[config.mk]
export PLATFORM = sky130hd
export DESIGN_NAME = bidir_line_ctrl
export DESIGN_NICKNAME = d
export VERILOG_FILES = /design/src/rtl/bidir_line_ctrl.sv
export SDC_FILE = /design/constraint.sdc
export NUM_CORES = 1
export LEC_CHECK = 0
export ABC_AREA = 1
export CAP_MARGIN = 0
export CORE_MARGIN = 10
export CORE_UTILIZATION = 35
export DETAILED_ROUTE_END_ITERATION = 12
export GPL_ROUTABILITY_DRIVEN = 0
export PLACE_DENSITY = 0.67
export SLEW_MARGIN = 20
export SYNTH_ARGS = -nofsm -noshare
export SYNTH_HDL_FRONTEND = slang
export SYNTH_SLANG_ARGS = --single-unit
[constraint.sdc]
create_clock -name clk_i -period 1.5 [get_ports clk_i]
set_input_delay 0.3 -clock clk_i [delete_from_list [all_inputs] [get_ports clk_i]]
set_output_delay 0.3 -clock clk_i [all_outputs]
set_load 0.02 [all_outputs]
[src/rtl/bidir_line_ctrl.sv]
// rtl/bidir_line_ctrl.sv - half-duplex shared-line arbiter with turnaround and burst limits
module bidir_line_ctrl #(
    parameter int TURN_CYCLES = 2,
    parameter int MAX_BURST   = 4
) (
    input  logic       clk_i,
    input  logic       rst_i,
    input  logic       tx_valid_i,
    input  logic [7:0] tx_data_i,
    output logic       tx_ready_o,
    input  logic       rx_en_i,
    output logic       rx_valid_o,
    output logic [7:0] rx_data_o,
    output logic       line_oe_o,
    output logic [7:0] line_dout_o,
    input  logic [7:0] line_din_i,
    output logic       busy_o
);

    typedef enum logic [2:0] {
        IDLE,
        TURN_TX,
        DRIVE,
        TURN_REL,
        RX
    } state_t;

    localparam logic [3:0] TURN_LAST  = 4'(TURN_CYCLES - 1);
    localparam logic [7:0] BURST_MAX  = 8'(MAX_BURST);
    localparam logic [7:0] BURST_LAST = 8'(MAX_BURST - 1);

    state_t     state;
    logic [7:0] burst_cnt;
    logic [3:0] turn_cnt;
    logic       last_tx;
    logic       accept;

    // Ready only while driving and the burst budget is not yet spent.
    assign tx_ready_o = (state == DRIVE) && (burst_cnt < BURST_MAX);
    assign busy_o     = (state != IDLE);
    assign accept     = tx_valid_i && tx_ready_o;

    // Main controller: arbitration, turnaround timing, byte drive and line sampling.
    always_ff @(posedge clk_i or negedge rst_i) begin
        if (!rst_i) begin
            state       <= IDLE;
            burst_cnt   <= 8'd0;
            turn_cnt    <= 4'd0;
            last_tx     <= 1'b0;
            line_oe_o   <= 1'b0;
            line_dout_o <= 8'd0;
            rx_valid_o  <= 1'b0;
            rx_data_o   <= 8'd0;
        end else begin
            rx_valid_o <= 1'b0;
            case (state)
                IDLE: begin
                    burst_cnt <= 8'd0;
                    turn_cnt  <= 4'd0;
                    // On a tie, the direction not served last time wins.
                    if (tx_valid_i && (!rx_en_i || !last_tx)) begin
                        state <= TURN_TX;
                    end else if (rx_en_i) begin
                        state <= RX;
                    end
                end
                TURN_TX: begin
                    if (turn_cnt == TURN_LAST) begin
                        state     <= DRIVE;
                        turn_cnt  <= 4'd0;
                        burst_cnt <= 8'd0;
                    end else begin
                        turn_cnt <= turn_cnt + 4'd1;
                    end
                end
                DRIVE: begin
                    if (accept) begin
                        line_dout_o <= tx_data_i;
                        line_oe_o   <= 1'b1;
                        burst_cnt   <= burst_cnt + 8'd1;
                    end else begin
                        // Any edge without a new byte ends the grant, including
                        // the one after the burst budget is exhausted.
                        line_oe_o <= 1'b0;
                        state     <= TURN_REL;
                        turn_cnt  <= 4'd0;
                        burst_cnt <= 8'd0;
                    end
                end
                TURN_REL: begin
                    if (turn_cnt == TURN_LAST) begin
                        state    <= IDLE;
                        last_tx  <= 1'b1;
                        turn_cnt <= 4'd0;
                    end else begin
                        turn_cnt <= turn_cnt + 4'd1;
                    end
                end
                RX: begin
                    if (!rx_en_i) begin
                        state     <= IDLE;
                        last_tx   <= 1'b0;
                        burst_cnt <= 8'd0;
                    end else begin
                        rx_data_o  <= line_din_i;
                        rx_valid_o <= 1'b1;
                        if (burst_cnt == BURST_LAST) begin
                            // A full receive burst yields only if the transmitter is waiting.
                            burst_cnt <= 8'd0;
                            if (tx_valid_i) begin
                                state   <= IDLE;
                                last_tx <= 1'b0;
                            end
                        end else begin
                            burst_cnt <= burst_cnt + 8'd1;
                        end
                    end
                end
                default: begin
                    state <= IDLE;
                end
            endcase
        end
    end

    // The pad may only be driven while the transmitter owns the line.
    assert property (@(posedge clk_i) disable iff (!rst_i) line_oe_o |-> (state == DRIVE));

endmodule

# [After elaboration in Yosys (flattened, before gate mapping)]
# Index checks and enable logic that the tools add are counted.
[op_classes] n_addsub=2 n_mul=0 div_mod_pow=0 order_cmp=1 eq_ne=12 shifts=0 mux=25 bitwise_logic=0 n_reduce_logical=18
[op_table] cell="2-to-1 mux 8 bit" n=4
[op_table] cell="one-hot mux 8 bit (4 select lines)" n=1
[op_table] cell="2-to-1 mux 3 bit" n=8
[op_table] cell="one-hot mux 3 bit (5 select lines)" n=1
[op_table] cell="one-hot mux 4 bit (3 select lines)" n=1
[op_table] cell="inequality test 3 bit, second input constant" n=3
[op_table] cell="adder 8 x 1 -> 8 bit, second input constant" n=1
[op_table] cell="equality test 8 x 2 -> 1 bit, second input constant" n=1
[op_table] cell="less-than comparator 8 x 3 -> 1 bit, second input constant" n=1
[op_table] cell="2-to-1 mux 4 bit" n=2
[op_table] cell="AND reduction 2 bit" n=4
[op_table] cell="2-to-1 mux 1 bit" n=7
[op_table] cell="equality test 3 x 2 -> 1 bit, second input constant" n=2
[op_table] cell="inequality test 2 bit, second input constant" n=3
[op_table] cell="AND reduction 6 bit" n=1
[op_table] cell="nonzero test 3 bit" n=2
[op_table] cell="adder 4 x 1 -> 4 bit, second input constant" n=1
[op_table] cell="equality test 4 x 1 -> 1 bit, second input constant" n=1
[op_table] cell="AND reduction 4 bit" n=1
[op_table] cell="nonzero test 4 bit" n=1
[op_table] cell="equality test 3 x 1 -> 1 bit, second input constant" n=1
[op_table] cell="equality test 3 bit, second input constant" n=1
[op_table] cell="logical AND 1 bit" n=3
[op_table] cell="zero test 3 bit" n=1
[op_table] cell="other kinds (5)" n=6
[word_totals] register_bits=34 latch_bits=0 ram_bits=0 rom_bits=0 in_bits=20 out_inout_bits=20 wordCells=66 mem_count=0

# [Depth between registers and ports, before layout]
[depth] depth_word=5 ltp_mapped=9 mapped_depth_nobuf=9

# [Least setup slack after synthesis]
# OpenSTA, ideal clock, no wires.
[synth_path] path_type="register to register" from="register state[2]" to="register burst_cnt[2]" setup_time_ns=0.071 arrival_time_ns=1.382 required_time_ns=1.429 setup_slack_ns=0.047 path_stages_with_launch=6 n_path_buf=0 synth_period_minus_slack_ns=1.453 path_cell_list="dfrtp_1 inv_1 nand3_2 nor3_1 nand3_1 nand3_1"
[synth_via] elab_chain_cells=5 word_cells_on_any_way=11 cone_classes="eq/ne (4); mux (2); reduce/logical (5)"
[synth_lines] element="start, declared" line="32" rtl="state_t state;"
[synth_lines] element="start signal, assigned" line="46" rtl="state <= IDLE;"
[synth_lines] element="start signal, assigned" line="62" rtl="state <= TURN_TX;"
[synth_lines] element="start signal, assigned" line="64" rtl="state <= RX;"
[synth_lines] element="equality test 3 x 2 -> 1 bit" line="39" rtl="assign tx_ready_o = (state == DRIVE) && (burst_cnt < BURST_MAX);"
[synth_lines] element="logical AND 1 bit" line="39"
[synth_lines] element="via tx_ready_o" line="10" rtl="output logic tx_ready_o,"
[synth_lines] element="logical AND 1 bit" line="41" rtl="assign accept = tx_valid_i && tx_ready_o;"
[synth_lines] element="2-to-1 mux 8 bit" line="77" rtl="if (accept) begin"
[synth_lines] element="one-hot mux 8 bit (4 select lines)" line="56" rtl="case (state)"
[synth_lines] element="end signal, assigned" line="80" rtl="burst_cnt <= burst_cnt + 8'd1;"
[synth_lines] element="end signal, assigned" line="115" rtl="burst_cnt <= burst_cnt + 8'd1;"
[synth_lines] element="end, declared" line="33" rtl="logic [7:0] burst_cnt;"
# The timed path passes the listed nets, and every way through them passes these cells.
# A chain may end at the register's enable or synchronous reset.

# [Worst setup path in the final report]
[layout_path] from="register state[0]" to="output port tx_ready_o"
[layout_via] elab_chain_cells=2
[layout_lines] element="equality test 3 x 2 -> 1 bit" line="39"
[layout_lines] element="logical AND 1 bit" line="39"
[layout_lines] element="end, declared" line="10"
# Every way passes these cells.

==> key figures <==
Clocking
  • CTS Buf Count: 5
  • Clk slew on worst S/H paths: 70 ps
  • Root Driver: clkbuf_8
  • CTS tree: built
  • CTS Sinks: 34
  • Worst-Skew Late Latency: 290 ps
  • Hold_buf cts: 0
  • Bufs on Longest Clock Path: 2
  • H-tree levels: 2

Setup path
  • Critical path endpoint category: output port
  • Max incr delay on CP: 390 ps
  • CP top delay family: flip-flops
  • Worst endpoint data arrival time: 1190 ps
  • Critical path class: flip-flop to output port
  • CP Cell Sequence: inv_1, nand3_2, nor3_2, buf_4
  • Required time worst endpoint: 1200 ps
  • Max FO, Critical Path: 2
  • Buffers & Inverters on Critical Path: 2
  • Slowest CP cell: dfrtp_1
  • Startpoint types: flip-flop

Logic synthesis
  • Post-Synth Simple-Gate Area: 30.5%
  • Syn nets: 234
  • Largest family of logic cells by synthesized area: simple AND/OR/NAND/NOR gates
  • Syn. warnings: 0
  • Synth cell types: 23
  • Post-synthesis compound-gate area fraction: 8.70%
  • Post-synthesis adder-cell area fraction: 2.18%
  • Mean Syn Cell Area: about 8.2 um2
  • Syn Inst Count: between 200 and 250
  • Seq cells post-synth: 34
  • Seq/Total Area, Yosys: 49.3%
  • Multiplexer area fraction after synthesis: 0%
  • Post-synthesis xor/xnor area fraction: 1.52%
  • Syn Std Cell Area: 1730 um2

Flow run
  • Max Cap Viol: 0

Routing
  • Final wirelength: approximately 4.1 mm
  • Drt first pass iters: 4
  • DRT antenna net count: 0
  • Drt wl/cell: 11.8 um
  • Post-DR vias/cell: 4.46
  • Routed via count: 1564
  • Detailed Route Iter0 Violations: 66
  • DRC Markers: 0

Timing
  • Clk_skew: 4.52 ps
  • RSZ-0062 raised after global routing: true
  • Peak Freq: 0.673 GHz
  • Max-slew violations: 0
  • Relative slew slack: 82.9%
  • Setup violations, final: 0
  • Hold Fails Final Rpt: 0
  • Final Critical Period: 1490 ps
  • Worst-Margin Slew: 256 ps
  • Period Utilization, post-route: between 90% and 100%
  • Hold slack: 382 ps

Die
  • Core area: 4750 um2
  • Initial Utilization: 36.3%
  • Area of the die: 8140 um2
  • IO Count: 40
  • Num rows: 25
  • Height of the chip: 90.2 um
  • Die width: 90.2 um

Layout
  • Post-layout nets: 307
  • Area grow syn2layout: 45.4%
  • Ratio of cells with drive above 1 in the final layout: 24.3%
  • Antenna diode count: 0
  • Design area: 2510 um2
  • Fill cells: 487
  • Util after Layout: 52.8%

Power
  • Pleak: roughly 1.3 nW
  • Peak VDD IR: 0.000976 V
  • Power Density: 1610 nW/um2

GRT
  • GRT busiest layer: met2
  • Tot GR Track Use: 10.6%
  • Initial antenna violation count: 0
  • GRT met1 Usage: 11.9%
  • Grt ovf: 0
  • Vias in the first global route: 1577
  • Met2 Use GR: 17.0%
  • Routing usage on met3: 4.90%
  • Largest net degree at the start of global routing: 35
  • First-pass GRT wire length: roughly 7.2 mm

Placement
  • Placed cell area: 2380 um2
  • Post-DP HPWL: 3.12 mm
  • PortBufs: 39

Run status
  • Status: completed

Worst hold path
  • Worst hold path type: input port to asynchronous set/reset pin
==> cells by family after synthesis <==
logic type	after synthesis
compound gates	23
xor+xnor	3
fa+ha+maj	3
buf+inv	30
flops	34
simple gates	118
==> worst paths after layout <==
kind                                         endpoint                      from  slack [ps]  depth (start not counted)
min                        line_dout_o[0]$_DFFE_PN0P_                     rst_i         380                          2
max                                        tx_ready_o      state[0]$_DFFE_PN0P_          10                          4
max in group asynchronous     turn_cnt[0]$_DFFE_PN0P_                     rst_i         940                          2
min in group clk_i           rx_data_o[1]$_DFFE_PN0P_  rx_data_o[1]$_DFFE_PN0P_         460                          2
min reg2reg                  rx_data_o[1]$_DFFE_PN0P_  rx_data_o[1]$_DFFE_PN0P_         460                          2
max reg2reg                      state[0]$_DFFE_PN0P_      state[1]$_DFFE_PN0P_          90                          8
==> per-layer routing <==
layer  part of all wire (%)  vias up
li1                       -      809
met1                     44      714
met5                      0        -
met2                     47       34
met3                    7.6        7
met4                    1.7        0
==> through the flow <==
stage | power (W) | std cells | setup WS, ps | TNS (ps)
after global routing | 0.00437 | 351 | -39.9 | -53.2
final | 0.00404 | 351 | 13.5 | 0
after CTS | 0.00398 | 346 | -27.7 | -27.7
after floorplan | 0.00253 | 211 | 47.2 | 0
after detailed placement | 0.00347 | 339 | -238 | -1670
after global placement | 0.00343 | 339 | -182 | -1230
==> flip-flops by register name (all words and copies together), names as in the netlist <==
register and flops:
burst_cnt 8, last_tx 1, line_dout_o 8, line_oe_o 1, rx_data_o 8, rx_valid_o 1, state 3, turn_cnt 4
==> power by group <==
group / switching [W] / leakage (nW) / internal (W)
registers: 0.000169 / 0.444 / 0.00122
clock network: 0.000326 / 0.0438 / 0.000311
logic: 0.00116 / 0.842 / 0.000849
==> cells in the final DEF, fill, tap and decap left out, drive strengths merged <==
master	synthesis	final
nor3	1	1
clkinv	0	2
nor2	13	13
xor2	3	3
nand4	6	6
o21ai	20	20
buf	3	33
inv	26	26
dlygate4sd2	0	18
nand3	17	17
clkbuf	1	5
nand2	79	79
ha	3	3
a31oi	1	1
dfrtp	34	34
a21oi	2	2
or2	2	2
clkdlybuf4s50	0	19
==> final cells by class <==
class / instances / area [um2] / share of cell area (%)
Multi-Input combinational cell: 147 / 773 / 30.8
Sequential cell: 34 / 851 / 33.9
Inverter: 26 / 97.6 / 3.89
Timing Repair Buffer: 70 / 624 / 24.9
Clock inverter: 2 / 10.0 / 0.399
Tap cell: 67 / 83.8 / 3.34
Clock buffer: 5 / 68.8 / 2.74
==> what timing repair did <==
item                       in CTS  in global routing
setup buffers                   0                  5
resized for setup              31                 12
setup endpoints to repair      20                 22
==> synth_stat cells (all sizes together) <==
library cell  count  area (um2)
nor3              1        5.00
inv              26        97.6
or2               2        12.5
clkbuf            1        13.8
nand3            17         103
o21ai            20         134
ha                3        37.5
nand2            79         302
a31oi             1        6.26
buf               3        23.8
nor2             13        66.3
a21oi             2        10.0
dfrtp            34         851
xor2              3        26.3
nand4             6        37.5
No activity file was read; power rests on OpenSTA's default activity.
